File: src/rtl/mem_wb_pipe.sv
// MEM/WB pipeline stage: qualifies per-channel destination writes and holds them
// behind a valid/ready handshake, optionally with a two-entry skid buffer.
module mem_wb_pipe #(
  parameter int DATA_W   = 32,
  parameter int ADDR_W   = 5,
  parameter int CHANNELS = 1,
  parameter int SKID     = 1
) (
  input  logic                         clk,
  input  logic                         rst,
  input  logic                         flush,
  input  logic                         in_valid,
  output logic                         in_ready,
  input  logic [CHANNELS*ADDR_W-1:0]   mw_des_addr,
  input  logic [CHANNELS-1:0]          mw_des_exist,
  input  logic [CHANNELS*DATA_W-1:0]   mw_des_data,
  output logic                         out_valid,
  input  logic                         out_ready,
  output logic [CHANNELS*ADDR_W-1:0]   wb_des_addr,
  output logic [CHANNELS-1:0]          wb_des_exist,
  output logic [CHANNELS*DATA_W-1:0]   wb_des_data,
  output logic [1:0]                   occupancy
);

  localparam int AW = CHANNELS * ADDR_W;
  localparam int DW = CHANNELS * DATA_W;

  logic [CHANNELS-1:0] q_exist;

  // A channel loses its write if it targets r0 or a higher-index enabled channel
  // writes the same register in this instruction.
  genvar gi;
  generate
    for (gi = 0; gi < CHANNELS; gi++) begin : g_qual
      logic shadowed;
      logic keep;
      always_comb begin
        shadowed = 1'b0;
        for (int j = gi + 1; j < CHANNELS; j++) begin
          if (mw_des_exist[j] &&
              (mw_des_addr[j*ADDR_W +: ADDR_W] == mw_des_addr[gi*ADDR_W +: ADDR_W]))
            shadowed = 1'b1;
        end
        keep = mw_des_exist[gi] && (mw_des_addr[gi*ADDR_W +: ADDR_W] != '0) && !shadowed;
      end
      assign q_exist[gi] = keep;
    end
  endgenerate

  logic            main_valid_reg, main_valid_next;
  logic [AW-1:0]   main_addr_reg,  main_addr_next;
  logic [CHANNELS-1:0] main_exist_reg, main_exist_next;
  logic [DW-1:0]   main_data_reg,  main_data_next;
  logic            skid_valid_reg, skid_valid_next;
  logic [AW-1:0]   skid_addr_reg,  skid_addr_next;
  logic [CHANNELS-1:0] skid_exist_reg, skid_exist_next;
  logic [DW-1:0]   skid_data_reg,  skid_data_next;
  logic [1:0]      occ_reg,        occ_next;

  logic in_xfer;
  logic out_xfer;

  generate
    if (SKID != 0) begin : g_ready_skid
      assign in_ready = !skid_valid_reg;
    end else begin : g_ready_pass
      assign in_ready = !main_valid_reg || out_ready;
    end
  endgenerate

  assign in_xfer  = in_valid && in_ready;
  assign out_xfer = main_valid_reg && out_ready;

  always_comb begin
    main_valid_next = main_valid_reg;
    main_addr_next  = main_addr_reg;
    main_exist_next = main_exist_reg;
    main_data_next  = main_data_reg;
    skid_valid_next = skid_valid_reg;
    skid_addr_next  = skid_addr_reg;
    skid_exist_next = skid_exist_reg;
    skid_data_next  = skid_data_reg;

    if (flush) begin
      main_valid_next = 1'b0;
      main_addr_next  = '0;
      main_exist_next = '0;
      main_data_next  = '0;
      skid_valid_next = 1'b0;
      skid_addr_next  = '0;
      skid_exist_next = '0;
      skid_data_next  = '0;
    end else if (SKID != 0) begin
      if (out_xfer || !main_valid_reg) begin
        // Main is free this cycle; a held skid beat always has priority.
        if (skid_valid_reg) begin
          main_valid_next = 1'b1;
          main_addr_next  = skid_addr_reg;
          main_exist_next = skid_exist_reg;
          main_data_next  = skid_data_reg;
          skid_valid_next = 1'b0;
          skid_addr_next  = '0;
          skid_exist_next = '0;
          skid_data_next  = '0;
        end else if (in_xfer) begin
          main_valid_next = 1'b1;
          main_addr_next  = mw_des_addr;
          main_exist_next = q_exist;
          main_data_next  = mw_des_data;
        end else begin
          main_valid_next = 1'b0;
          main_addr_next  = '0;
          main_exist_next = '0;
          main_data_next  = '0;
        end
      end else if (in_xfer) begin
        skid_valid_next = 1'b1;
        skid_addr_next  = mw_des_addr;
        skid_exist_next = q_exist;
        skid_data_next  = mw_des_data;
      end
    end else begin
      if (in_xfer) begin
        main_valid_next = 1'b1;
        main_addr_next  = mw_des_addr;
        main_exist_next = q_exist;
        main_data_next  = mw_des_data;
      end else if (out_xfer) begin
        main_valid_next = 1'b0;
        main_addr_next  = '0;
        main_exist_next = '0;
        main_data_next  = '0;
      end
    end

    occ_next = {1'b0, main_valid_next} + {1'b0, skid_valid_next};
  end

  always_ff @(posedge clk or negedge rst) begin
    if (!rst) begin
      main_valid_reg <= 1'b0;
      main_addr_reg  <= '0;
      main_exist_reg <= '0;
      main_data_reg  <= '0;
      skid_valid_reg <= 1'b0;
      skid_addr_reg  <= '0;
      skid_exist_reg <= '0;
      skid_data_reg  <= '0;
      occ_reg        <= 2'd0;
    end else begin
      main_valid_reg <= main_valid_next;
      main_addr_reg  <= main_addr_next;
      main_exist_reg <= main_exist_next;
      main_data_reg  <= main_data_next;
      skid_valid_reg <= skid_valid_next;
      skid_addr_reg  <= skid_addr_next;
      skid_exist_reg <= skid_exist_next;
      skid_data_reg  <= skid_data_next;
      occ_reg        <= occ_next;
    end
  end

  assign out_valid    = main_valid_reg;
  assign wb_des_addr  = main_addr_reg;
  assign wb_des_exist = main_exist_reg;
  assign wb_des_data  = main_data_reg;
  assign occupancy    = occ_reg;

endmodule

File: config.mk
export PLATFORM = sky130hd
export DESIGN_NAME = mem_wb_pipe
export DESIGN_NICKNAME = d
export VERILOG_FILES = /design/src/rtl/mem_wb_pipe.sv
export SDC_FILE = /design/constraint.sdc
export NUM_CORES = 1
export LEC_CHECK = 0
export ABC_CLOCK_PERIOD_IN_PS = 2200
export BUFFER_PORTS_ARGS = -buffer_cell sky130_fd_sc_hd__buf_4
export CORE_ASPECT_RATIO = 1.5
export CORE_UTILIZATION = 49
export DETAILED_ROUTE_END_ITERATION = 7
export GPL_TIMING_DRIVEN = 0
export PLACE_DENSITY = 0.74
export SYNTH_ARGS = -nofsm -noshare
export SYNTH_HDL_FRONTEND = slang
export SYNTH_SLANG_ARGS = --single-unit
File: constraint.sdc
create_clock -name clk -period 2.2 [get_ports clk]
set_clock_uncertainty 0.05 [all_clocks]
set_input_delay 0.22 -clock clk [delete_from_list [all_inputs] [get_ports clk]]
set_output_delay 0.22 -clock clk [all_outputs]
set_load 0.1 [all_outputs]
# == Yosys cells after proc, flatten, opt, wreduce, memory -nomap -nowiden ==
# Index checks and enable logic that the tools add are counted.
# classes
add_sub_neg,1
multipliers,0
n_div,0
order_cmp,0
n_eq_ne,1
n_shift,0
n_mux,31
n_bitwise,0
n_reduce_logical,10
# ops
operator,count
$mux 32,8
$mux 5,8
$mux 1,15
$reduce_bool 5->1,1
$logic_and 1x1->1,3
$ne 3x3->1 const B,1
$reduce_bool 3->1,1
$add 1x1->2,1
$logic_not 1->1,2
$reduce_and 2->1,1
$reduce_bool 2->1,1
$logic_or 1x1->1,1
# word_totals
regBits,80
latchBits,0
ramBits,0
mem_bits_ro,0
input_bits,43
output_inout_bits,42
wordCells,52
mem_count,0

# == Depth between registers and ports, before layout ==
# depth
ltp_word,7
depth_mapped,6
depth_no_buf,4

# == Least setup slack after synthesis ==
# Ideal clock, no wire load.
# synth_path
kind,reg2reg
start,"register main_valid_reg, in the netlist out_valid"
end,register skid_data_reg[18]
setup_ns,0.065
arrival_ns,1.917
required_ns,2.085
slack_ns,0.167
path_stages_with_launch,7
n_path_buf,3
synth_period_minus_slack_ns,2.033
path_cell_list,dfrtp_1 -> nor3b_1 -> buf_2 -> and2_1 -> buf_4 -> buf_6 -> a22o_1
# synth_via
elab_chain_cells,4
elab_cells_between_ends,8
classes_between,1 x eq/ne; 2 x mux; 5 x reduce/logical
# synth_lines
item,line_no,text
from (decl),50,"logic main_valid_reg, main_valid_next;"
from (signal assigned),151,main_valid_reg <= main_valid_next;
$logic_and 1x1->1 or $logic_not 1->1 (tied branches),"72, 94",
$logic_or 1x1->1 *,94,if (out_xfer || !main_valid_reg) begin
$ne 3x3->1 (no source line) (tied with other cells),n/a,
$reduce_and 2->1 (no source line) or $mux 32 (tied branches),n/a,
to (signal assigned),158,skid_data_reg <= skid_data_next;
to (decl),57,"logic [DW-1:0] skid_data_reg, skid_data_next;"
# Mark *: on every way between the ends. The rest lies on a longest branch, timed or not.
# A chain may end at the register's enable or synchronous reset.

# == Worst setup path after layout ==
# layout_path
start,register skid_valid_reg
end,output port in_ready
# layout_via
elab_chain_cells,1
# layout_lines
item,line_no,text
from (decl),54,"logic skid_valid_reg, skid_valid_next;"
from (signal assigned),155,skid_valid_reg <= skid_valid_next;
$logic_not 1->1,65,assign in_ready = !skid_valid_reg;
to (decl),13,"output logic in_ready,"
# Every way passes these cells.

==> impl_metrics.py <==
metrics = {
    "setup_path": {
        "cp_top_family": "buffers and inverters",
        "critPathLaunch": "skid_valid_reg",
        "critPathLaunchType": "flop",
        "criticalPathCategory": "reg -> out",
        "regToRegEndpoint": "wb_des_data[30]",
        "ff2ff_path_depth": 4,
        "crit_fanout": 10,
        "slowest_stage": "dfrtp_1",
        "cp_num_buf_inv": 4,
        "cp_cell_sequence": "buf_2 > buf_2 > inv_1 > buf_4",
        "worstReg2RegStart": "out_valid",
        "end_kind": "primary output",
        "cp_slowest_stage_delay_ns": 0.48,
        "regToRegSetupSlack_ns": 0.32,
        "crit_top_cell": "buf_2",
        "arrival_ns": 1.64,
        "crit_required_ns": 1.93,
    },
    "placement": {
        "dp_cells": 491,
        "place_area_sq_um": 4207,
        "globalplace.congestion": 0.7956,
        "io_buffers": 84,
        "hpwl_um": 5872,
    },
    "final_layout": {
        "area_growth_pct": 27.27,
        "seqCellArea_sq_um": 2002,
        "n_fill_cell": 571,
        "drive_above_1_share": 0.2657,
        "stdcell_count": 507,
        "multi_input_area_sq_um": 1343,
        "fin_nets": 468,
        "n_antenna_cell": 0,
        "final_area_sq_um": 4427,
    },
    "detailed_routing": {
        "drtIter0Drc": 158,
        "wl_per_cell_um": 16.56,
        "vias_per_cell": 5.669,
        "wirelength_um": 8394,
        "post-route-drc-count": 0,
        "dr.pass1.iters": 6,
        "ant_nets": 0,
        "num_vias": 2874,
    },
    "sta": {
        "setup_tns_ns": 0,
        "hold_viol": 18,
        "rsz0062_at_grt": "false",
        "whs_ns": -0.03173,
        "relSlewSlack": 0.3312,
        "setup_viol": 0,
        "period_minus_slack_ns": 1.910,
        "fin_crit_sh": 0.8680,
        "clock.fmax_mhz": 523.7,
        "drv_slew": 0,
        "worst_slew_pin_slew_ns": 1.003,
    },
    "cts": {
        "cts_setup_buffers": 0,
        "cts_tree": "yes",
        "ctsHtreeMaxLevel": 3,
        "clk-insertion-delay-late_ns": 0.35,
        "cts_root_buf": "clkbuf_8",
        "ctsHoldBuffers": 0,
        "cts_inserted_buffers": 9,
        "clkTransAtPathRegs_ns": 0.08,
        "cts_resized": 0,
        "cts_sinks": 80,
        "clock_path_buffers": 2,
    },
    "synth": {
        "yosys_warnings": 0,
        "yosys.area.top_type": "dfrtp_1",
        "syn_inst": 329,
        "synth-main-ff-cell": "dfrtp_1",
        "ys_types": 29,
        "avgSynthCellArea_sq_um": 10.57,
        "synthTopCellsByArea": "dfrtp_1 (58%), a22o_1 (16%), nand2_1 (8.6%), o21ai_0 (5.2%), mux2i_1 (2.3%)",
        "ys_ff_latch": 80,
        "synth-simple-area-share": 0.1252,
        "synth_mux_area_frac": 0.02302,
        "synthAdderAreaFrac": 0.003597,
        "async_flop_share": 1.000,
        "synth_edf_count": 0,
        "synth_top_family_by_area": "compound AO/OA/AOI/OAI gates",
        "syn_nets": 373,
        "ys_seq_area_frac": 0.5755,
        "yosys-top-cells-count": "dfrtp_1 (80), nand2_1 (80), a22o_1 (64), o21ai_0 (36)",
        "synth-xor-area-share": 0,
        "synth_compound_gate_area_share": 0.2342,
        "synth_top_area_share": 0.5755,
        "synth_area_sq_um": 3478,
    },
    "grt": {
        "grt_usage": 0.2475,
        "grt_busiest_layer": "met2",
        "grt_pass1_wl_um": 14260,
        "met3_usage": 0.04629,
        "grt_overflow_total": 0,
        "gr-usage-met2": 0.4114,
        "grt_antenna_before_repair": 0,
        "grt_max_degree": 81,
        "grt_pass1_vias": 2907,
        "grt.met1_usage": 0.3181,
    },
    "floorplan": {
        "io_pins": 85,
        "die_y_um": 105.2,
        "fp.dieW_um": 70.79,
        "coreArea_sq_um": 6852,
        "row_count": 37,
        "die-area_sq_um": 7446,
        "initial_core_util": 0.5077,
    },
    "power_and_ir_drop": {
        "power_leakage_nw": 2.187,
        "vdd_drop_max_mv": 0.4544,
        "power_density_nw_per_um2": 756.4,
    },
    "min_path": {
        "hp-class": "in -> async",
    },
    "status": {
        "failed_checks": "hold timing",
        "status": "finished with violations",
    },
    "run": {
        "drv_cap": 0,
    },
}
==> per-stage QoR <==
stage | setup slack, ns | utilization | power, mW
after floorplan | 0.1672 | - | 1.970
after global placement | 0.3842 | 0.6140 | 2.175
after detailed placement | 0.3459 | 0.6140 | 2.181
after CTS | 0.2624 | 0.6461 | 3.374
after global routing | 0.1450 | 0.6461 | 3.459
final | 0.2905 | 0.6461 | 3.348
==> cell families (layout without fill, tap and decap cells) <==
kind of cell	Yosys count	after routing
buf+inv	29	129
flops	80	80
mux	8	8
fa+ha+maj	1	1
compound gates	110	110
simple gates	101	101
==> cell type report <==
| class | count | share of cell area |
|---|---|---|
| inverters | 1 | 0.0008479 |
| well taps | 78 | 0.02205 |
| multi-input cells | 220 | 0.3033 |
| repair buffers | 84 | 0.1425 |
| clock inverters | 6 | 0.01865 |
| clock buffers | 10 | 0.03109 |
| plain buffers | 28 | 0.02940 |
| flip-flops and latches | 80 | 0.4522 |
==> per-layer routing <==
metal | part of all wire | wire length (um) | vias up
li1 | - | - | 1352
met1 | 0.42 | 3502 | 1430
met2 | 0.52 | 4396 | 80
met3 | 0.041 | 342 | 12
met4 | 0.018 | 153 | 0
met5 | 0 | 0 | -
==> cells in the final DEF, fill, tap and decap left out <==
master      Yosys  final
buf_4           1     85
nand2_1        80     80
dfrtp_1        80     80
a22o_1         64     64
o21ai_0        36     36
nand2b_1       11     11
buf_2          11     11
clkbuf_1       10     10
clkbuf_8        0     10
mux2i_1         8      8
buf_1           5      5
nor2_1          3      3
clkinv_2        0      3
nor2b_1         2      2
a22oi_1         2      2
bufinv_16       0      2
a21oi_1         1      1
inv_1           1      1
nor3b_1         1      1
and2_1          1      1
buf_6           1      1
and4bb_1        1      1
a211oi_2        1      1
o21ai_1         1      1
or4_1           1      1
o211ai_1        1      1
o2bb2ai_1       1      1
a21o_1          1      1
and3b_1         1      1
a31oi_1         1      1
o22ai_1         1      1
ha_1            1      1
clkinvlp_4      0      1
==> power breakdown <==
| group | switching (mW) | internal, mW |
|---|---|---|
| clock | 0.536 | 0.664 |
| sequential | 0.0309 | 1.52 |
| combinational | 0.436 | 0.163 |
==> worst max-delay path by stage <==
stage / end / slack [ns] / cells after the start
finish: in_ready / 0.29 / 4
floorplan: skid_data_reg[18] / 0.17 / 6
detailed placement: wb_des_data[27] / 0.35 / 4
CTS: in_ready / 0.26 / 4
global route: wb_des_data[7] / 0.15 / 4
global placement: wb_des_data[29] / 0.38 / 4
Note: power is estimated with default switching activity, not from simulation.
